### config.mk
export PLATFORM = sky130hd
export DESIGN_NAME = edge_extractor_flat
export DESIGN_NICKNAME = d
export VERILOG_FILES = /design/src/rtl/edge_extractor_if.sv /design/src/rtl/edge_extractor.sv /design/src/flat_wrapper.sv
export SDC_FILE = /design/constraint.sdc
export NUM_CORES = 1
export LEC_CHECK = 0
export CORE_AREA = 4 4 41 43
export CTS_BUF_LIST = sky130_fd_sc_hd__clkbuf_16
export CTS_CLUSTER_DIAMETER = 200
export DETAILED_ROUTE_END_ITERATION = 12
export DIE_AREA = 0 0 45 47
export PLACE_DENSITY_LB_ADDON = 0.05
export SLEW_MARGIN = 0
export SYNTH_ARGS = -nofsm -noshare
export SYNTH_HDL_FRONTEND = slang
export SYNTH_SLANG_ARGS = --single-unit
### constraint.sdc
create_clock -name clk -period 0.8 [get_ports clk]
set_input_delay 0.16 -clock clk [delete_from_list [all_inputs] [get_ports clk]]
set_output_delay 0.16 -clock clk [all_outputs]
set_load 0.05 [all_outputs]
### src/rtl/edge_extractor_if.sv
// rtl/edge_extractor_if.sv - level input and edge-pulse outputs of edge_extractor
//   in_s    : asynchronous level input (driven by master)
//   out_s0  : falling-edge pulse, one clk (driven by slave)
//   out_s1  : rising-edge pulse, one clk (driven by slave)
interface edge_extractor_if;
  logic in_s;
  logic out_s0;
  logic out_s1;

  modport master (
    output in_s,
    input  out_s0,
    input  out_s1
  );

  modport slave (
    input  in_s,
    output out_s0,
    output out_s1
  );
endinterface

### src/rtl/edge_extractor.sv
// rtl/edge_extractor.sv - synchronizes one async level and emits one-clk edge pulses
//   clk      : system clock, rising edge
//   rst_n    : synchronous active-low reset
//   edge_if  : slave modport (in_s in, out_s0/out_s1 registered pulses out)
//   Optional glitch filter enabled by defining EDGE_FILTER_EN.
//   SYNC_STAGES   : synchronizer depth, 2..4
//   FILTER_CYCLES : filter stability window in clocks, >= 1 (filter build only)
module edge_extractor #(
  parameter int SYNC_STAGES   = 2,
  parameter int FILTER_CYCLES = 4
) (
  input  logic         clk,
  input  logic         rst_n,
  edge_extractor_if.slave edge_if
);

  generate
    if (SYNC_STAGES < 2 || SYNC_STAGES > 4 || FILTER_CYCLES < 1) begin : g_bad_param
      $error("edge_extractor: SYNC_STAGES must be 2..4 and FILTER_CYCLES >= 1");
    end
  endgenerate

  logic [SYNC_STAGES-1:0] sync_q, sync_d;
  logic                   p_q, p_d;
  logic                   out_s0_q, out_s0_d;
  logic                   out_s1_q, out_s1_d;
  logic                   s;
  logic                   level;

  assign s = sync_q[SYNC_STAGES-1];

`ifdef EDGE_FILTER_EN
  localparam int CW = $clog2(FILTER_CYCLES + 1);

  logic          f_q, f_d;
  logic [CW-1:0] cnt_q, cnt_d;

  // f follows s only once s has differed from f for FILTER_CYCLES
  // consecutive clocks; any return to f restarts the count.
  always_comb begin
    f_d   = f_q;
    cnt_d = '0;
    if (s != f_q) begin
      if (cnt_q == CW'(FILTER_CYCLES - 1)) begin
        f_d = s;
      end else begin
        cnt_d = cnt_q + 1'b1;
      end
    end
  end

  always_ff @(posedge clk) begin
    if (!rst_n) begin
      f_q   <= 1'b0;
      cnt_q <= '0;
    end else begin
      f_q   <= f_d;
      cnt_q <= cnt_d;
    end
  end

  assign level = f_q;
`else
  assign level = s;
`endif

  always_comb begin
    sync_d   = {sync_q[SYNC_STAGES-2:0], edge_if.in_s};
    p_d      = level;
    out_s1_d = level & ~p_q;
    out_s0_d = ~level & p_q;
  end

  // Clearing the whole chain and history makes the input look like 0 during
  // reset, so a level already high at release produces one rising pulse.
  always_ff @(posedge clk) begin
    if (!rst_n) begin
      sync_q   <= '0;
      p_q      <= 1'b0;
      out_s0_q <= 1'b0;
      out_s1_q <= 1'b0;
    end else begin
      sync_q   <= sync_d;
      p_q      <= p_d;
      out_s0_q <= out_s0_d;
      out_s1_q <= out_s1_d;
    end
  end

  assign edge_if.out_s0 = out_s0_q;
  assign edge_if.out_s1 = out_s1_q;

endmodule

### src/flat_wrapper.sv
// flat-port wrapper written by rule: the top's interface ports become plain ports
module edge_extractor_flat 
#(
  parameter int SYNC_STAGES   = 2,
  parameter int FILTER_CYCLES = 4
)
  (clk, rst_n, edge_if_in_s, edge_if_out_s0, edge_if_out_s1);
  edge_extractor_if edge_if_i ();
  input  logic clk;
  input  logic rst_n;
  input wire logic [$bits(edge_if_i.in_s)-1:0] edge_if_in_s;
  output wire logic [$bits(edge_if_i.out_s0)-1:0] edge_if_out_s0;
  output wire logic [$bits(edge_if_i.out_s1)-1:0] edge_if_out_s1;
  assign edge_if_i.in_s = edge_if_in_s;
  assign edge_if_out_s0 = edge_if_i.out_s0;
  assign edge_if_out_s1 = edge_if_i.out_s1;
  edge_extractor #(.SYNC_STAGES(SYNC_STAGES), .FILTER_CYCLES(FILTER_CYCLES)) u_core (.clk(clk), .rst_n(rst_n), .edge_if(edge_if_i));
endmodule
== Word level (Yosys, flattened, before mapping) ==
Index checks and enable logic that the tools add are counted.

* Flip-flop bits (word level): 5
* Bits of input ports: 3
* Output and inout bits: 2

* Bitwise operators: 4

{| class="wikitable"
|+ Operators with widths
! cell !! count
|-
| 1-bit AND || 2
|-
| 1-bit inverter || 2
|}

== Longest topological paths before layout ==
* Word-level depth: 2
* Depth in mapped cells: 1
* Gate-level depth less buffers: 1

== Least setup slack after synthesis ==
Ideal clock, no wire load.

* Path kind: reg2out
* Start point: register u_core.out_s0_q (netlist: u_core.edge_if.out_s0)
* End point: output edge_if_out_s0
* Arrival: 587 ps
* Setup slack: 53 ps
* Cell stages (with the launch flop): 1
* Path buffers: 0
* Cells stage by stage: dfxtp_1

{| class="wikitable"
|+ RTL lines
! item !! RTL line !! RTL
|-
| from (decl) || edge_extractor.sv:25 || <nowiki>logic out_s0_q, out_s0_d;</nowiki>
|-
| from (signal assigned) || edge_extractor.sv:85 || <nowiki>out_s0_q <= out_s0_d;</nowiki>
|-
| to (decl) || flat_wrapper.sv:12 || <nowiki>output wire logic [$bits(edge_if_i.out_s0)-1:0] edge_if_out_s0;</nowiki>
|}

No word-level cell between the ends.

== Worst setup path after layout ==
* Start point: register u_core.out_s1_q (netlist: u_core.edge_if.out_s1)
* End point: output edge_if_out_s1

{| class="wikitable"
|+ RTL lines
! item !! RTL line !! RTL
|-
| from (decl) || edge_extractor.sv:26 || <nowiki>logic out_s1_q, out_s1_d;</nowiki>
|-
| from (signal assigned) || edge_extractor.sv:86 || <nowiki>out_s1_q <= out_s1_d;</nowiki>
|-
| to (decl) || flat_wrapper.sv:13 || <nowiki>output wire logic [$bits(edge_if_i.out_s1)-1:0] edge_if_out_s1;</nowiki>
|}

No word-level cell between the ends.

==> results.md <==
- Compound-gate portion of the synthesized area: 0
- R2r setup slk: ~180 ps
- Fmax: around 1200 MHz
- Sequential share of the synthesized area: 0.714
- Row Count: 13
- Mux cell area share after synthesis: 0
- Final WL: ~220 µm
- Top-area cell type share of the netlist area: 0.714
- Vias/cell: 2.70
- Top Usage Layer GRT: met4
- #FFs+latches synth: 5
- Crit path buffers/inverters: 1
- RSZ-0062 raised after global routing: true
- Die width: 45 µm
- Initial Util: 0.108
- Antenna-violating nets left: 0
- Post-Syn Nets: 13
- Simple logic cell fraction of the synthesized area: 0.286
- Dpl cells: 29
- Pre-CTS WS: -150 ps
- First-pass GRT wire length: around 320 µm
- Wirelength per Cell: 6.76 µm
- Worst Hold Path Cells: 1
- Endpoint class of the critical path: primary output
- Comb power frac: 0.032
- Slew headroom: 0.912
- Grt total ovfl: 0
- Area leader, netlist: dfxtp_1
- Fin Hold WS: 433 ps
- # H-tree levels: 1
- Core ar.: 0.00130 mm²
- P_sw: ~170 µW
- Max FO, Critical Path: 1
- P&R area growth vs syn: 114%
- Largest family of logic cells by synthesized area: simple AND/OR/NAND/NOR gates
- Max_cap viols: 0
- Synth unique cells: 3
- Mapped Cells: 10
- Via count: approximately 90
- Worst r2r dst: u_core.edge_if.out_s0
- Clock transition at path regs: 30 ps
- # DRC: 0
- TritonCTS clock tree: built
- Diodes inserted: 0
- Final nets: 22
- Sequential share of power: 0.241
- Power density cells: around 3600 mW/mm²
- Synth Warn #: 0
- Post-CTS Hold Buffers: 0
- First drt pass iteration count: 1
- XOR/XNOR Fraction of Synth Area: 0
- Grt met3 use: 0.0345
- GPL Wtd Cong: 0.571
- Startpoint types: flop
- Layout cells sized above 1: 0.556
- Delay-heaviest family, CP: flip-flops
- Critical R2R Launch: u_core.sync_q[1]
- Final period util: 1.05
- Initial antenna violation count: 0
- Syn avg cell area: ~14 µm²
- TritonCTS buffer count: 3
- Clk pwr share: 0.727
- Sw frac: 0.151
- Die area: roughly 0.0021 mm²
- Critical Path RT: 640 ps
- Hold Violations, Final: 0
- WP data arrival: 680 ps
- DR iter-0 viols: 0
- Layout Skew: 0.434 ps
- Worst-path cell chain: buf_12
- Final min period: 843 ps
- Die H: 47 µm
- Kind of critical path: reg -> out
- Worst-Margin Slew: approximately 130 ps
- Skew-Pair Late Insertion Delay: 220 ps
- Register-to-Register Path Depth: 1
- Internal power: 928 µW
- Critical path's slowest cell: dfxtp_2
- PortBufs: 4
- Largest net degree at the start of global routing: 6
- Worst IR Drop VDD: 1.08 mV
- Met2 global-route usage: 0.0254
- Vias in the first global route: 88
- Finished Layout Cells: 33
- Num Clock Sinks: 5
- Final Max Tran Viols: 0
- FILL cells: 151
- Worst path max stage delay: 330 ps
- Min-delay src: u_core.sync_q[0]
- Total Routing Usage GR: 0.0300
- Post-Syn Area: between 100 and 150 µm²
- Violations in the final reports: negative setup slack
- Worst hold path type: reg -> reg
- I/O Pins: 5
- Root Driver: clkbuf_16
- Status: finished with violations
- Final WS setup: -42.6 ps
- Final setup viols: 2
- Synth area leaders: dfxtp_1 71%, and2_2 16%, and3b_1 13%
- CTS Buffer Depth: 2
- Adder-Cell Fraction of Synth Area: 0
- P_leak: 0.132 nW
- Met1 Usage GRT: 0.0251
- Endpoint, Worst Hold: u_core.sync_q[1]
per-stage QoR:
step                       util  area, µm²  TNS (ps)  power (mW)
after CTS                 0.231        300     -98.4        1.11
after detailed placement  0.168        219      -690       0.301
after floorplan               -        140         0       0.279
after global routing      0.231        300      -108        1.13
after global placement    0.168        219      -685       0.301
final                     0.231        300     -84.3        1.09
power groups by stage:
stage	sequential [mW]	combinational, mW	clock (mW)
after floorplan	0.272	0.00669	0
after global placement	0.267	0.0347	0
after detailed placement	0.267	0.0348	0
after CTS	0.263	0.0350	0.807
after global routing	0.264	0.0365	0.830
final	0.263	0.0346	0.795
how the worst max path moves through the flow:
| stage | startpoint | end | slack [ps] | cells past startpoint |
|---|---|---|---|---|
| after floorplan | u_core.edge_if.out_s0 | edge_if_out_s0 | 50 | 0 |
| after global placement | rst_n | u_core.sync_q[1] | -150 | 2 |
| after detailed placement | rst_n | u_core.sync_q[1] | -150 | 2 |
| after CTS | u_core.edge_if.out_s1 | edge_if_out_s1 | -50 | 1 |
| after global routing | u_core.edge_if.out_s1 | edge_if_out_s1 | -60 | 1 |
| final | u_core.edge_if.out_s1 | edge_if_out_s1 | -40 | 1 |
cell type report:
| type | count | area (µm²) | share of cell area |
|---|---|---|---|
| timing repair buffer | 4 | 60.1 | 0.200 |
| clock buffer | 3 | 75.1 | 0.250 |
| clock inverter | 1 | 3.75 | 0.0125 |
| multi-input combinational | 5 | 40.0 | 0.133 |
| sequential | 5 | 103 | 0.342 |
| tap | 15 | 18.8 | 0.0625 |
synth_stat cells:
cell type	count
and2_2	3
and3b_1	2
dfxtp_1	5
flip-flops by register name, summed over array words and instances (netlist names):
signal,count
u_core.sync_q,2
u_core.edge_if.out_s0,1
u_core.edge_if.out_s1,1
u_core.p_q,1
cell families after synthesis:
logic type	Yosys count
DFF	5
and+or+nand+nor	5
routing by layer:
layer | wire length (µm) | share of wire
met1 | 96 | 0.43
met2 | 89 | 0.40
met3 | 37 | 0.17
met4 | 0 | 0
met5 | 0 | 0
what timing repair did:
action | 4_1_cts | 5_1_grt
buffers inserted | 0 | 0
resized for setup | 2 | 0
setup endpoints to repair | 2 | 2
placed cells by master (no fill, tap or decap):
master | Yosys | routed
dfxtp_2 | 0 | 2
inv_1 | 0 | 1
dfxtp_1 | 5 | 3
clkbuf_16 | 0 | 3
and2_2 | 3 | 3
buf_12 | 0 | 2
clkdlybuf4s50_1 | 0 | 2
and3b_1 | 2 | 2
Power figures use the tool's default switching activity.
==> variant: new RTL, same flow settings <==
`SYNC_STAGES` is set to 2 in 2 places; all go to 4. Comments in the files are not updated.
--- a/src/rtl/edge_extractor.sv
+++ b/src/rtl/edge_extractor.sv
@@ -7,5 +7,5 @@
 //   FILTER_CYCLES : filter stability window in clocks, >= 1 (filter build only)
 module edge_extractor #(
-  parameter int SYNC_STAGES   = 2,
+  parameter int SYNC_STAGES   = 4,
   parameter int FILTER_CYCLES = 4
 ) (
--- a/src/flat_wrapper.sv
+++ b/src/flat_wrapper.sv
@@ -2,5 +2,5 @@
 module edge_extractor_flat 
 #(
-  parameter int SYNC_STAGES   = 2,
+  parameter int SYNC_STAGES   = 4,
   parameter int FILTER_CYCLES = 4
 )
Function: changed (Yosys sat finds a counterexample within 4 cycles, from zero or initial values and one cycle with rst_n low).
==> variant against the original RTL <==
The run still ends with negative setup slack left. Routed wire length increased by 24%. Synthesized area up 39%. Final area up 19%. Core utilization grew 4.3 points. Via count is 37% higher. Final cell count rose by 12%. Sequential cell count rose by 2. Combinational power fell by 26%. Total power grew 13%. Worst setup slack lost 0.012 ns. Hold slack improved by 0.0047 ns.
==> variant: results (changes against the original RTL) <==
Outcome
  • Outcome: complete, but fails checks (unchanged)
  • Violated checks: negative setup slack (unchanged)

Layout
  • Multi-input gates: 7 (was 5)
  • Finished Layout Cells: 37 (was 33)
  • Max FFs per register: 4 (was 2)
  • Seq cells: 7 (was 5)
  • Layout clock area frac: 22.5% (was 26.3%)
  • Non-clock buffering overhead: 16.8% (was 20.0%)
  • Layout cells sized above 1: 59.1% (was 55.6%)
  • Final net count: 26 (was 22)
  • # fillers: 132 (was 151)
  • Storage cell area: 143 sq um (was 103 sq um)
  • Ant diodes: 0 (unchanged)

Worst hold path
  • Worst hold start: u_core.sync_q[1]$_SDFF_PN0_ (was u_core.sync_q[0]$_SDFF_PN0_)
  • Worst Hold End: u_core.sync_q[2]$_SDFF_PN0_ (was u_core.sync_q[1]$_SDFF_PN0_)

Timing
  • Setup violation total in the final timing report: 2 (unchanged)
  • Setup TNS: -0.107 ns (was -0.0843 ns)
  • Worst-Margin Slew: 0.185 ns (was 0.131 ns)
  • Setup WS post-layout: -0.0544 ns (was -0.0426 ns)

GRT
  • Vias in the first global route: 126 (was 88)
  • Largest net degree at the start of global routing: 8 (was 6)
  • First-pass GRT wire length: 489 um (was 324 um)

Detailed routing
  • WL/cell: 7.49 um (was 6.76 um)
  • DR vias/cell: 3.30 (was 2.70)

Pwr
  • VDD IR-drop max: 1040 uV (was 1080 uV)
  • Sw Ratio: 16.3% (was 15.1%)
  • Clk pwr share: 68.6% (was 72.7%)
  • Int Pwr: 1.03 mW (was 0.928 mW)
  • Pleak: 0.154 nW (was 0.132 nW)

Setup path
  • Reg2Reg Setup Slack: 0.19 ns
  • RR Startpoint: u_core.sync_q[3]$_SDFF_PN0_ (was u_core.sync_q[1]$_SDFF_PN0_)

Logic synthesis
  • Syn Area/Cell: 13.9 sq um (was 14.0 sq um)
  • Seq/Total Area, Yosys: 71.8% (was 71.4%)
  • Top cells by count, synth: dfxtp_1 (7), and2_2 (5), and3b_1 (2) (was dfxtp_1 (5), and2_2 (3), and3b_1 (2))
  • Ranking of synthesized cells by area: dfxtp_1 (72%), and2_2 (19%), and3b_1 (9.0%) (was dfxtp_1 (71%), and2_2 (16%), and3b_1 (13%))
  • Syn_nets: 17 (was 13)

Placement
  • Dpl ws: -0.193 ns (was -0.150 ns)
  • Routability-driven placement congestion ratio: 0.568 (was 0.571)
  • Post-Place Cells: 33 (was 29)

Clock tree
  • H-tree depth: 1 (unchanged)
[variant: cell types whose count changed after synthesis, sizes merged]
cell | unedited run | this run
dfxtp | 5 | 7
and2 | 3 | 5
[variant: stage by stage]
| stage | hold WS (ns) | area, sq um |
|---|---|---|
| finish | 0.438 | 357 |
| global placement | 0.428 | 274 |
| global route | 0.459 | 357 |
| detailed placement | 0.432 | 274 |
| floorplan | 0.296 | 195 |
| CTS | 0.440 | 357 |
[variant: layer usage]
metal  GRT usage, %  vias to the layer above  routed length (um)  part of all wire, %
met2           4.52                        6                 111                   40
met3           4.60                        2                  37                   13
li1               -                       60                   -                    -
met4           7.02                        0                   9                  3.2
met5              0                        -                   0                    0
met1           2.97                       54                 118                   43
[variant: what timing repair did]
| action | in CTS | in global routing |
|---|---|---|
| setup endpoints to repair | 2 | 2 |
| resized for setup | 2 | 0 |
| pin swaps | 0 | 0 |
| hold endpoints to repair | 0 | 0 |
